--- src/rtl/mrd_rdx3_ctrl_if.sv ---
// Bus bundle between the radix-3 stage controller and its scheduler, data RAM
// and butterfly datapath. The controller takes the master side.
interface mrd_rdx3_ctrl_if #(
    parameter int ADDR_W = 12
);
    // stage request from the scheduler
    logic                     start;
    logic [ADDR_W-1:0]        cfg_m;
    logic [ADDR_W-1:0]        cfg_base;
    logic [3:0]               cfg_exp;
    logic [1:0]               cfg_margin;
    logic                     stall;

    // RAM read side
    logic                     rd_en;
    logic [ADDR_W-1:0]        rd_addr0;
    logic [ADDR_W-1:0]        rd_addr1;
    logic [ADDR_W-1:0]        rd_addr2;

    // datapath side
    logic                     dp_in_val;
    logic [3:0]               dp_exp_in;
    logic [1:0]               dp_margin_in;
    logic                     dp_out_val;
    logic signed [17:0]       dp_dout_real [0:4];
    logic signed [17:0]       dp_dout_imag [0:4];
    logic [3:0]               dp_exp_out;

    // RAM write side
    logic                     wr_en;
    logic [ADDR_W-1:0]        wr_addr0;
    logic [ADDR_W-1:0]        wr_addr1;
    logic [ADDR_W-1:0]        wr_addr2;

    // stage status
    logic                     busy;
    logic                     done;
    logic [3:0]               exp_result;
    logic [1:0]               margin_out;
    logic                     seq_err;

    modport master (
        input  start, cfg_m, cfg_base, cfg_exp, cfg_margin, stall,
        input  dp_out_val, dp_dout_real, dp_dout_imag, dp_exp_out,
        output rd_en, rd_addr0, rd_addr1, rd_addr2,
        output dp_in_val, dp_exp_in, dp_margin_in,
        output wr_en, wr_addr0, wr_addr1, wr_addr2,
        output busy, done, exp_result, margin_out, seq_err
    );

    modport slave (
        output start, cfg_m, cfg_base, cfg_exp, cfg_margin, stall,
        output dp_out_val, dp_dout_real, dp_dout_imag, dp_exp_out,
        input  rd_en, rd_addr0, rd_addr1, rd_addr2,
        input  dp_in_val, dp_exp_in, dp_margin_in,
        input  wr_en, wr_addr0, wr_addr1, wr_addr2,
        input  busy, done, exp_result, margin_out, seq_err
    );
endinterface

--- src/rtl/mrd_rdx3_ctrl.sv ---
// Radix-3 FFT stage sequencer. Issues M butterflies (legs base+k, base+M+k,
// base+2M+k), delay-matches valid and addresses through RAM read latency and
// datapath latency to form in-place writes, and measures output headroom
// (redundant sign bits, clamped to 3) for the next stage's block exponent.
module mrd_rdx3_ctrl #(
    parameter int ADDR_W = 12,
    parameter int RD_LAT = 1,
    parameter int DP_LAT = 4
) (
    input  logic              clk,
    input  logic              rst_n,
    mrd_rdx3_ctrl_if.master   bus
);
    localparam int STAGES = RD_LAT + DP_LAT;

    typedef enum logic [1:0] {IDLE, RUN, DRAIN, DONE} state_t;

    state_t                          state, state_nxt;
    logic                            ready;
    logic                            accept;
    logic                            issue;
    logic                            done_c;
    logic                            pipe_drained;
    logic                            in_stage;

    logic [ADDR_W-1:0]               k;
    logic [ADDR_W-1:0]               m_q;
    logic [ADDR_W-1:0]               m_last;
    logic [ADDR_W-1:0]               base_q;
    logic [3:0]                      exp_q;
    logic [1:0]                      marg_q;

    logic [2:0][ADDR_W-1:0]          issue_addr;
    logic [STAGES:1]                 vld_pipe;
    logic [STAGES:1][2:0][ADDR_W-1:0] addr_pipe;

    logic [1:0]                      acc;
    logic [1:0]                      word_min;
    logic                            seq_err_q;
    logic [3:0]                      exp_res_q;
    logic [1:0]                      marg_res_q;
    logic                            unused_words;

    // Redundant sign bits below bit17, stopping at first mismatch, clamped to 3.
    function automatic logic [1:0] rsb(input logic [17:0] w);
        logic [1:0] n;
        n = 2'd0;
        if (w[16] == w[17]) begin
            n = 2'd1;
            if (w[15] == w[17]) begin
                n = 2'd2;
                if (w[14] == w[17]) n = 2'd3;
            end
        end
        return n;
    endfunction

    // start on the very edge that releases reset must not be taken, so
    // acceptance is armed one cycle after reset deassertion.
    always_ff @(posedge clk or negedge rst_n) begin
        if (!rst_n) ready <= 1'b0;
        else        ready <= 1'b1;
    end

    assign accept       = ready && bus.start && (state == IDLE);
    assign m_last       = m_q - 1'b1;
    assign in_stage     = (state == RUN) || (state == DRAIN);
    // Looking at stages 1..STAGES-1 lets DONE follow the final write directly.
    assign pipe_drained = ~|vld_pipe[STAGES-1:1];

    // State register.
    always_ff @(posedge clk or negedge rst_n) begin
        if (!rst_n) state <= IDLE;
        else        state <= state_nxt;
    end

    // Next-state logic plus the issue strobe and done pulse.
    always_comb begin
        state_nxt = state;
        issue     = 1'b0;
        done_c    = 1'b0;
        case (state)
            IDLE: begin
                if (accept) state_nxt = (bus.cfg_m == '0) ? DONE : RUN;
            end
            RUN: begin
                issue = !bus.stall;
                if (issue && (k == m_last)) state_nxt = DRAIN;
            end
            DRAIN: begin
                if (pipe_drained) state_nxt = DONE;
            end
            DONE: begin
                done_c    = 1'b1;
                state_nxt = IDLE;
            end
            default: state_nxt = IDLE;
        endcase
    end

    // Stage configuration latch and butterfly counter.
    always_ff @(posedge clk or negedge rst_n) begin
        if (!rst_n) begin
            m_q    <= '0;
            base_q <= '0;
            exp_q  <= '0;
            marg_q <= '0;
            k      <= '0;
        end else if (accept) begin
            m_q    <= bus.cfg_m;
            base_q <= bus.cfg_base;
            exp_q  <= bus.cfg_exp;
            marg_q <= bus.cfg_margin;
            k      <= '0;
        end else if (issue) begin
            k      <= k + 1'b1;
        end
    end

    // Leg addresses wrap naturally at 2^ADDR_W.
    always_comb begin
        issue_addr[0] = base_q + k;
        issue_addr[1] = base_q + m_q + k;
        issue_addr[2] = base_q + {m_q[ADDR_W-2:0], 1'b0} + k;
    end

    // Free-running delay line for valid and addresses; stall only gates issue.
    always_ff @(posedge clk or negedge rst_n) begin
        if (!rst_n) begin
            vld_pipe  <= '0;
            addr_pipe <= '0;
        end else begin
            vld_pipe  <= {vld_pipe[STAGES-1:1], issue};
            addr_pipe <= {addr_pipe[STAGES-1:1], issue_addr};
        end
    end

    // Smallest headroom among the six live datapath words this cycle.
    always_comb begin
        word_min = 2'd3;
        for (int i = 0; i < 3; i++) begin
            if (rsb(bus.dp_dout_real[i]) < word_min) word_min = rsb(bus.dp_dout_real[i]);
            if (rsb(bus.dp_dout_imag[i]) < word_min) word_min = rsb(bus.dp_dout_imag[i]);
        end
    end

    // Margin accumulator and sticky sequencing check against expected writes.
    always_ff @(posedge clk or negedge rst_n) begin
        if (!rst_n) begin
            acc       <= '0;
            seq_err_q <= 1'b0;
        end else if (accept) begin
            acc       <= 2'd3;
            seq_err_q <= 1'b0;
        end else begin
            if (bus.dp_out_val && (word_min < acc)) acc <= word_min;
            if (in_stage && (bus.dp_out_val != vld_pipe[STAGES])) seq_err_q <= 1'b1;
        end
    end

    // Stage results captured in the done cycle and held until the next one.
    always_ff @(posedge clk or negedge rst_n) begin
        if (!rst_n) begin
            exp_res_q  <= '0;
            marg_res_q <= '0;
        end else if (state == DONE) begin
            exp_res_q  <= bus.dp_exp_out;
            marg_res_q <= acc;
        end
    end

    assign unused_words = ^{bus.dp_dout_real[3], bus.dp_dout_real[4],
                            bus.dp_dout_imag[3], bus.dp_dout_imag[4]};

    assign bus.rd_en        = issue;
    assign bus.rd_addr0     = issue_addr[0];
    assign bus.rd_addr1     = issue_addr[1];
    assign bus.rd_addr2     = issue_addr[2];
    assign bus.dp_in_val    = vld_pipe[RD_LAT];
    assign bus.dp_exp_in    = exp_q;
    assign bus.dp_margin_in = marg_q;
    assign bus.wr_en        = vld_pipe[STAGES];
    assign bus.wr_addr0     = addr_pipe[STAGES][0];
    assign bus.wr_addr1     = addr_pipe[STAGES][1];
    assign bus.wr_addr2     = addr_pipe[STAGES][2];
    // busy stays high through the done cycle and falls together with done.
    assign bus.busy         = (state != IDLE);
    assign bus.done         = done_c;
    // Results are visible during the done pulse itself, then held.
    assign bus.exp_result   = (state == DONE) ? bus.dp_exp_out : exp_res_q;
    assign bus.margin_out   = (state == DONE) ? acc : marg_res_q;
    assign bus.seq_err      = seq_err_q;
endmodule

--- src/flat_wrapper.sv ---
// flat-port wrapper written by rule: the top's interface ports become plain ports
module mrd_rdx3_ctrl_flat 
#(
    parameter int ADDR_W = 12,
    parameter int RD_LAT = 1,
    parameter int DP_LAT = 4
)
  (clk, rst_n, bus_start, bus_cfg_m, bus_cfg_base, bus_cfg_exp, bus_cfg_margin, bus_stall, bus_dp_out_val, bus_dp_dout_real, bus_dp_dout_imag, bus_dp_exp_out, bus_rd_en, bus_rd_addr0, bus_rd_addr1, bus_rd_addr2, bus_dp_in_val, bus_dp_exp_in, bus_dp_margin_in, bus_wr_en, bus_wr_addr0, bus_wr_addr1, bus_wr_addr2, bus_busy, bus_done, bus_exp_result, bus_margin_out, bus_seq_err);
  mrd_rdx3_ctrl_if #(.ADDR_W(ADDR_W)) bus_i ();
  input  logic clk;
  input  logic rst_n;
  input wire logic [$bits(bus_i.start)-1:0] bus_start;
  input wire logic [$bits(bus_i.cfg_m)-1:0] bus_cfg_m;
  input wire logic [$bits(bus_i.cfg_base)-1:0] bus_cfg_base;
  input wire logic [$bits(bus_i.cfg_exp)-1:0] bus_cfg_exp;
  input wire logic [$bits(bus_i.cfg_margin)-1:0] bus_cfg_margin;
  input wire logic [$bits(bus_i.stall)-1:0] bus_stall;
  input wire logic [$bits(bus_i.dp_out_val)-1:0] bus_dp_out_val;
  input wire logic [$bits(bus_i.dp_dout_real)-1:0] bus_dp_dout_real;
  input wire logic [$bits(bus_i.dp_dout_imag)-1:0] bus_dp_dout_imag;
  input wire logic [$bits(bus_i.dp_exp_out)-1:0] bus_dp_exp_out;
  output wire logic [$bits(bus_i.rd_en)-1:0] bus_rd_en;
  output wire logic [$bits(bus_i.rd_addr0)-1:0] bus_rd_addr0;
  output wire logic [$bits(bus_i.rd_addr1)-1:0] bus_rd_addr1;
  output wire logic [$bits(bus_i.rd_addr2)-1:0] bus_rd_addr2;
  output wire logic [$bits(bus_i.dp_in_val)-1:0] bus_dp_in_val;
  output wire logic [$bits(bus_i.dp_exp_in)-1:0] bus_dp_exp_in;
  output wire logic [$bits(bus_i.dp_margin_in)-1:0] bus_dp_margin_in;
  output wire logic [$bits(bus_i.wr_en)-1:0] bus_wr_en;
  output wire logic [$bits(bus_i.wr_addr0)-1:0] bus_wr_addr0;
  output wire logic [$bits(bus_i.wr_addr1)-1:0] bus_wr_addr1;
  output wire logic [$bits(bus_i.wr_addr2)-1:0] bus_wr_addr2;
  output wire logic [$bits(bus_i.busy)-1:0] bus_busy;
  output wire logic [$bits(bus_i.done)-1:0] bus_done;
  output wire logic [$bits(bus_i.exp_result)-1:0] bus_exp_result;
  output wire logic [$bits(bus_i.margin_out)-1:0] bus_margin_out;
  output wire logic [$bits(bus_i.seq_err)-1:0] bus_seq_err;
  assign bus_i.start = bus_start;
  assign bus_i.cfg_m = bus_cfg_m;
  assign bus_i.cfg_base = bus_cfg_base;
  assign bus_i.cfg_exp = bus_cfg_exp;
  assign bus_i.cfg_margin = bus_cfg_margin;
  assign bus_i.stall = bus_stall;
  assign bus_i.dp_out_val = bus_dp_out_val;
  assign bus_i.dp_dout_real = {>>{bus_dp_dout_real}};
  assign bus_i.dp_dout_imag = {>>{bus_dp_dout_imag}};
  assign bus_i.dp_exp_out = bus_dp_exp_out;
  assign bus_rd_en = bus_i.rd_en;
  assign bus_rd_addr0 = bus_i.rd_addr0;
  assign bus_rd_addr1 = bus_i.rd_addr1;
  assign bus_rd_addr2 = bus_i.rd_addr2;
  assign bus_dp_in_val = bus_i.dp_in_val;
  assign bus_dp_exp_in = bus_i.dp_exp_in;
  assign bus_dp_margin_in = bus_i.dp_margin_in;
  assign bus_wr_en = bus_i.wr_en;
  assign bus_wr_addr0 = bus_i.wr_addr0;
  assign bus_wr_addr1 = bus_i.wr_addr1;
  assign bus_wr_addr2 = bus_i.wr_addr2;
  assign bus_busy = bus_i.busy;
  assign bus_done = bus_i.done;
  assign bus_exp_result = bus_i.exp_result;
  assign bus_margin_out = bus_i.margin_out;
  assign bus_seq_err = bus_i.seq_err;
  mrd_rdx3_ctrl #(.ADDR_W(ADDR_W), .RD_LAT(RD_LAT), .DP_LAT(DP_LAT)) u_core (.clk(clk), .rst_n(rst_n), .bus(bus_i));
endmodule
--- config.mk ---
export PLATFORM = sky130hd
export DESIGN_NAME = mrd_rdx3_ctrl_flat
export DESIGN_NICKNAME = d
export VERILOG_FILES = /design/src/rtl/mrd_rdx3_ctrl_if.sv /design/src/rtl/mrd_rdx3_ctrl.sv /design/src/flat_wrapper.sv
export SDC_FILE = /design/constraint.sdc
export NUM_CORES = 1
export LEC_CHECK = 0
export ABC_CLOCK_PERIOD_IN_PS = 4750
export CAP_MARGIN = 20
export CORE_ASPECT_RATIO = 1.2
export CORE_MARGIN = 2
export CORE_UTILIZATION = 39
export DETAILED_ROUTE_END_ITERATION = 8
export PLACE_DENSITY = 0.74
export SETUP_SLACK_MARGIN = 0.05
export SYNTH_ARGS = -nofsm -noshare
export SYNTH_HDL_FRONTEND = slang
export SYNTH_SLANG_ARGS = --single-unit
--- constraint.sdc ---
create_clock -name clk -period 4.75 [get_ports clk]
set_input_delay 0.95 -clock clk [delete_from_list [all_inputs] [get_ports clk]]
set_output_delay 0.95 -clock clk [all_outputs]
set_load 0.01 [all_outputs]
Yosys cells after proc, flatten, opt, wreduce, memory -nomap -nowiden
Cells that the tools add are included.
{ "op_classes": {"add_sub_neg": 7, "n_reduce_logical": 15, "n_eq_ne": 26, "n_mux": 39, "magnitude_cmp": 7} }
{ "op_table": {"columns": ["operator", "count"], "rows": [
  ["12-bit adder", 5],
  ["2-bit 2-to-1 mux", 25],
  ["12-bit 2-to-1 mux", 2],
  ["1-bit equality test", 18],
  ["12-bit by 1-bit adder with 12-bit output, second input constant", 1],
  ["12-bit equality test", 1],
  ["12-bit logical NOT", 1],
  ["2-bit less-than comparator", 6],
  ["12-bit by 1-bit subtractor with 12-bit output, second input constant", 1],
  ["1-bit 2-to-1 mux", 10],
  ["2-bit case mux with 4 select lines", 1],
  ["2-bit nonzero test", 4],
  ["1-bit logical AND", 5],
  ["2-bit equality test, second input constant", 2],
  ["4-bit 2-to-1 mux", 1],
  ["2-bit != test, second input constant", 2],
  ["4-bit OR reduction", 1],
  ["3-bit AND reduction", 1],
  ["2-bit by 1-bit equality test with 1-bit output, second input constant", 1],
  ["2-bit logical NOT", 1],
  ["2-bit less-than comparator, second input constant", 1],
  ["2-bit by 1-bit != test with 1-bit output, second input constant", 1],
  ["1-bit logical NOT", 1],
  ["1-bit logical OR", 1],
  ["1-bit != test", 1]
]} }
{ "totals": {"inputBits": 219, "register_bits": 239, "wordCells": 121, "output_inout_bits": 90} }

Depth between registers and ports, before layout
{ "logic_depth": {"ltp_word": 20, "depth_mapped": 14} }

Worst setup path after synthesis
No wires, ideal clock.
{ "synth_timing": {"path_kind": "reg2out", "startpoint": "register u_core.k[2]", "endpoint": "output port bus_rd_addr1[10]", "stages_incl_launch_ff": 10, "required_time_ns": 3.800, "t_arrival_ns": 2.983, "path_slack_ns": 0.817, "cell_sequence": "dfrtp_1 > fa_1 > ha_1 > a21o_1 > a21oi_1 > nand2b_1 > a21boi_0 > o41ai_1 > or4b_2 > o211ai_1"} }
{ "synth_via": {"elab_chain_cells": 1} }
{ "synth_rtl": {"columns": ["element", "line_no", "source"], "rows": [
  ["start: declaration", "mrd_rdx3_ctrl.sv:26", "logic [ADDR_W-1:0] k;"],
  ["start signal: assignment", "mrd_rdx3_ctrl.sv:116", "k <= k + 1'b1;"],
  ["12-bit adder", "mrd_rdx3_ctrl.sv:123", "issue_addr[1] = base_q + m_q + k;"],
  ["end: declaration", "flat_wrapper.sv:24", "output wire logic [$bits(bus_i.rd_addr1)-1:0] bus_rd_addr1;"]
]} }
No other way between the ends.

Worst setup path after layout
Ends and elaborated chain as after synthesis.

==> impl_metrics.ini <==
[routing]
postRouteAntennaNets = 0
num_vias = 6111
wl_per_cell_um = 15.31
drc = 0
dr.pass1.iters = 6
via_per_inst = 4.767
wl_um = 19620
drt_iter0_markers = 276

[layout]
syn_to_final_growth_pct = 27.40
post-route-util = 0.5040
nets = 1231
drive_gt1_frac = 0.1108
final_area_mm2 = 0.01240
antenna_cells = 0

[critical_path]
crit_cells = 11
worst_path_largest_cell_delay_ns = 0.58
slowest_stage = or4b_2
crit_family = compound AO/OA/AOI/OAI gates
r2r_cells = 10
worst-path-buf-inv = 2
r2r_end = u_core.state[1]
path_class = flop to primary output
cp.required_ns = 3.80
startpoint_type = flop
cp_cell_sequence = fa_1, ha_1, a21o_1, a21oi_2, nand2b_1, a21boi_2, o41ai_2, buf_4, or4b_2, o211ai_1, buf_2
endpoint = bus_rd_addr1[10]
worst_ep_arrival_time_ns = 3.67
timing.rr.start = u_core.m_q[1]
endpoint_kind = primary output
r2r_slack_ns = 1.48
worstSetupStartpoint = u_core.k[2]
worstPathMaxFanout = 2

[sta]
rsz0062_at_grt = yes
finalCritPeriodShare = 0.9724
period_minus_slack_ns = 4.619
fin_skew_ns = 0.01798
relSlewSlack = 0.3402
finalSetupViolCount = 0
max_freq_mhz = 216.5
drv_slew = 0
final_hold_viol_count = 0
worstMarginPinSlew_ns = 0.9898
fin_ws_ns = 0.1313

[synthesis]
synth.top_cell.area_share = 0.6019
yosysTopAreaCell = dfrtp_1
ys.flop_type = dfrtp_1
synthesis.nets = 1076
syn_avg_cell_area_um2 = 12.41
syn_inst = 784
ys_seq_elements = 234
async_flop_share = 1.000
synth_edf_count = 0
yosysUniqueCellTypes = 56
yosysSeqAreaShare = 0.6019
yosys-top-cells-count = dfrtp_1 (234), nand2_1 (101), ha_1 (49)
synth_most_common_cell = dfrtp_1
syn_area_mm2 = 0.009729
ys.warnings.count = 0
synth.area.top_cells = dfrtp_1 (60%), ha_1 (6.3%), fa_1 (4.9%), nand2_1 (3.9%), xnor2_1 (3.0%)

[clock_tree]
insertion_delay_ns = 0.51
htree_levels = 1
clock_path_buffers = 3
cts.sinks = 234
cts_root_buffer = clkbuf_16
cts_tree = done
cts_made_buffers = 24
clk_pin_slew_ns = 0.06

[floorplanning]
start_util = 0.3956
core_area_mm2 = 0.02459
die_w_um = 148.2
pin_count = 309
num_rows = 63
die-area_mm2 = 0.02623
die_y_um = 177.0

[global_route]
grt_pass1_vias = 6233
gr-total-overflow = 0
grt_max_degree = 135
antenna_found_initial = 0
grt_use_total = 0.1490
grt_pass1_wl_um = 31240

[place]
placed_cell_area_mm2 = 0.01151
gp_congestion = 0.8145
hpwl_um = 14100
port_buffers = 152
dp_slack_ns = 0.01662

[job]
drv_cap = 0

[power]
leakagePower_uw = 0.005647
ir_drop_uv = 320.0
power.total_uw = 10170
power_density_mw_per_mm2 = 820.3

[run_status]
outcome = completed

[worst_hold_path]
hp-class = flop to flop
[repair_timing]
item / CTS / global route
pin swaps: 5 / 12
resized for setup: 24 / 23
buffers inserted: 1 / 2
setup endpoints to repair: 10 / 10
hold buffers: 0 / 0
[cells by family after synthesis]
| kind of cell | synth area share |
|---|---|
| mux | 0.01235 |
| buf+inv | 0.05015 |
| compound gates | 0.05942 |
| flops | 0.6019 |
| other cells | 0.0003854 |
| xor+xnor | 0.04231 |
| simple gates | 0.1211 |
| fa+ha+maj | 0.1124 |
[cell type report]
| type | count | area (µm²) |
|---|---|---|
| Clock buffer | 33 | 705.7 |
| Clock inverter | 11 | 105.1 |
| Fill cell | 2128 | 12200 |
| Inverter | 42 | 157.7 |
| Multi-Input combinational cell | 459 | 3465 |
| Sequential cell | 234 | 5857 |
| Tap cell | 325 | 406.6 |
| Timing Repair Buffer | 178 | 1699 |
[worst min path at each step]
stage / from / endpoint / cells past startpoint
3_5_place_dp: u_core.addr_pipe[78] / u_core.addr_pipe[114] / 0
6_report: u_core.addr_pipe[30] / u_core.addr_pipe[66] / 0
2_1_floorplan: u_core.addr_pipe[64] / u_core.addr_pipe[100] / 0
4_1_cts: u_core.addr_pipe[30] / u_core.addr_pipe[66] / 0
3_3_place_gp: u_core.addr_pipe[129] / u_core.bus.wr_addr1[9] / 0
5_1_grt: u_core.addr_pipe[30] / u_core.addr_pipe[66] / 0
[where the power goes]
part,switching [µW],internal (µW)
clock network,767,1100
logic,2480,2480
registers,391,2950
total,3640,6530
[cells in the final DEF, fill, tap and decap left out, types with 22 or more instances in the layout]
cell type        Yosys  layout
xnor2_1             33      33
nand2_1            101     101
fa_1                24      22
ha_1                49      48
clkbuf_16            0      25
inv_1               42      42
clkdlybuf4s50_1      0     142
dfrtp_1            234     233
nor2_1              37      37
buf_4               37      26
[worst register-to-register path, stage by stage (launching register included)]
cell      delay [ns]
dfrtp_1         0.43
buf_4           0.17
inv_1           0.07
ha_1            0.24
or4b_4          0.52
or4b_1          0.51
nand3_1         0.10
a31oi_1         0.11
or4_4           0.56
a221oi_4        0.26
mux2i_1         0.22
[state kept, by name (all words and copies together) (netlist names)]
name                     cells
u_core.bus.wr_addr0         12
u_core.base_q               12
u_core.vld_pipe              5
u_core.bus.seq_err           1
u_core.m_q                  12
u_core.addr_pipe           140
u_core.acc                   2
u_core.ready                 1
u_core.marg_res_q            2
u_core.exp_res_q             4
u_core.bus.wr_addr2         11
u_core.bus.wr_addr1         12
u_core.state                 2
u_core.bus.dp_exp_in         4
u_core.bus.dp_margin_in      2
u_core.k                    12
[metal layers]
metal	up-vias	GRT usage	part of all wire
met5	-	0	0
met4	0	0.04206	0.020
met3	33	0.03840	0.073
met2	188	0.2523	0.47
met1	2982	0.1898	0.43
li1	2908	-	-
[metrics by stage]
step                      hold WS, ns  std cells  setup TNS, ns
after CTS                      0.3363       1280        -0.1617
after global routing           0.3410       1282              0
after detailed placement       0.3347       1235              0
after floorplan                0.3312        784              0
after global placement         0.3313       1235              0
final                          0.3403       1282              0
(Power assumes the default switching activity.)
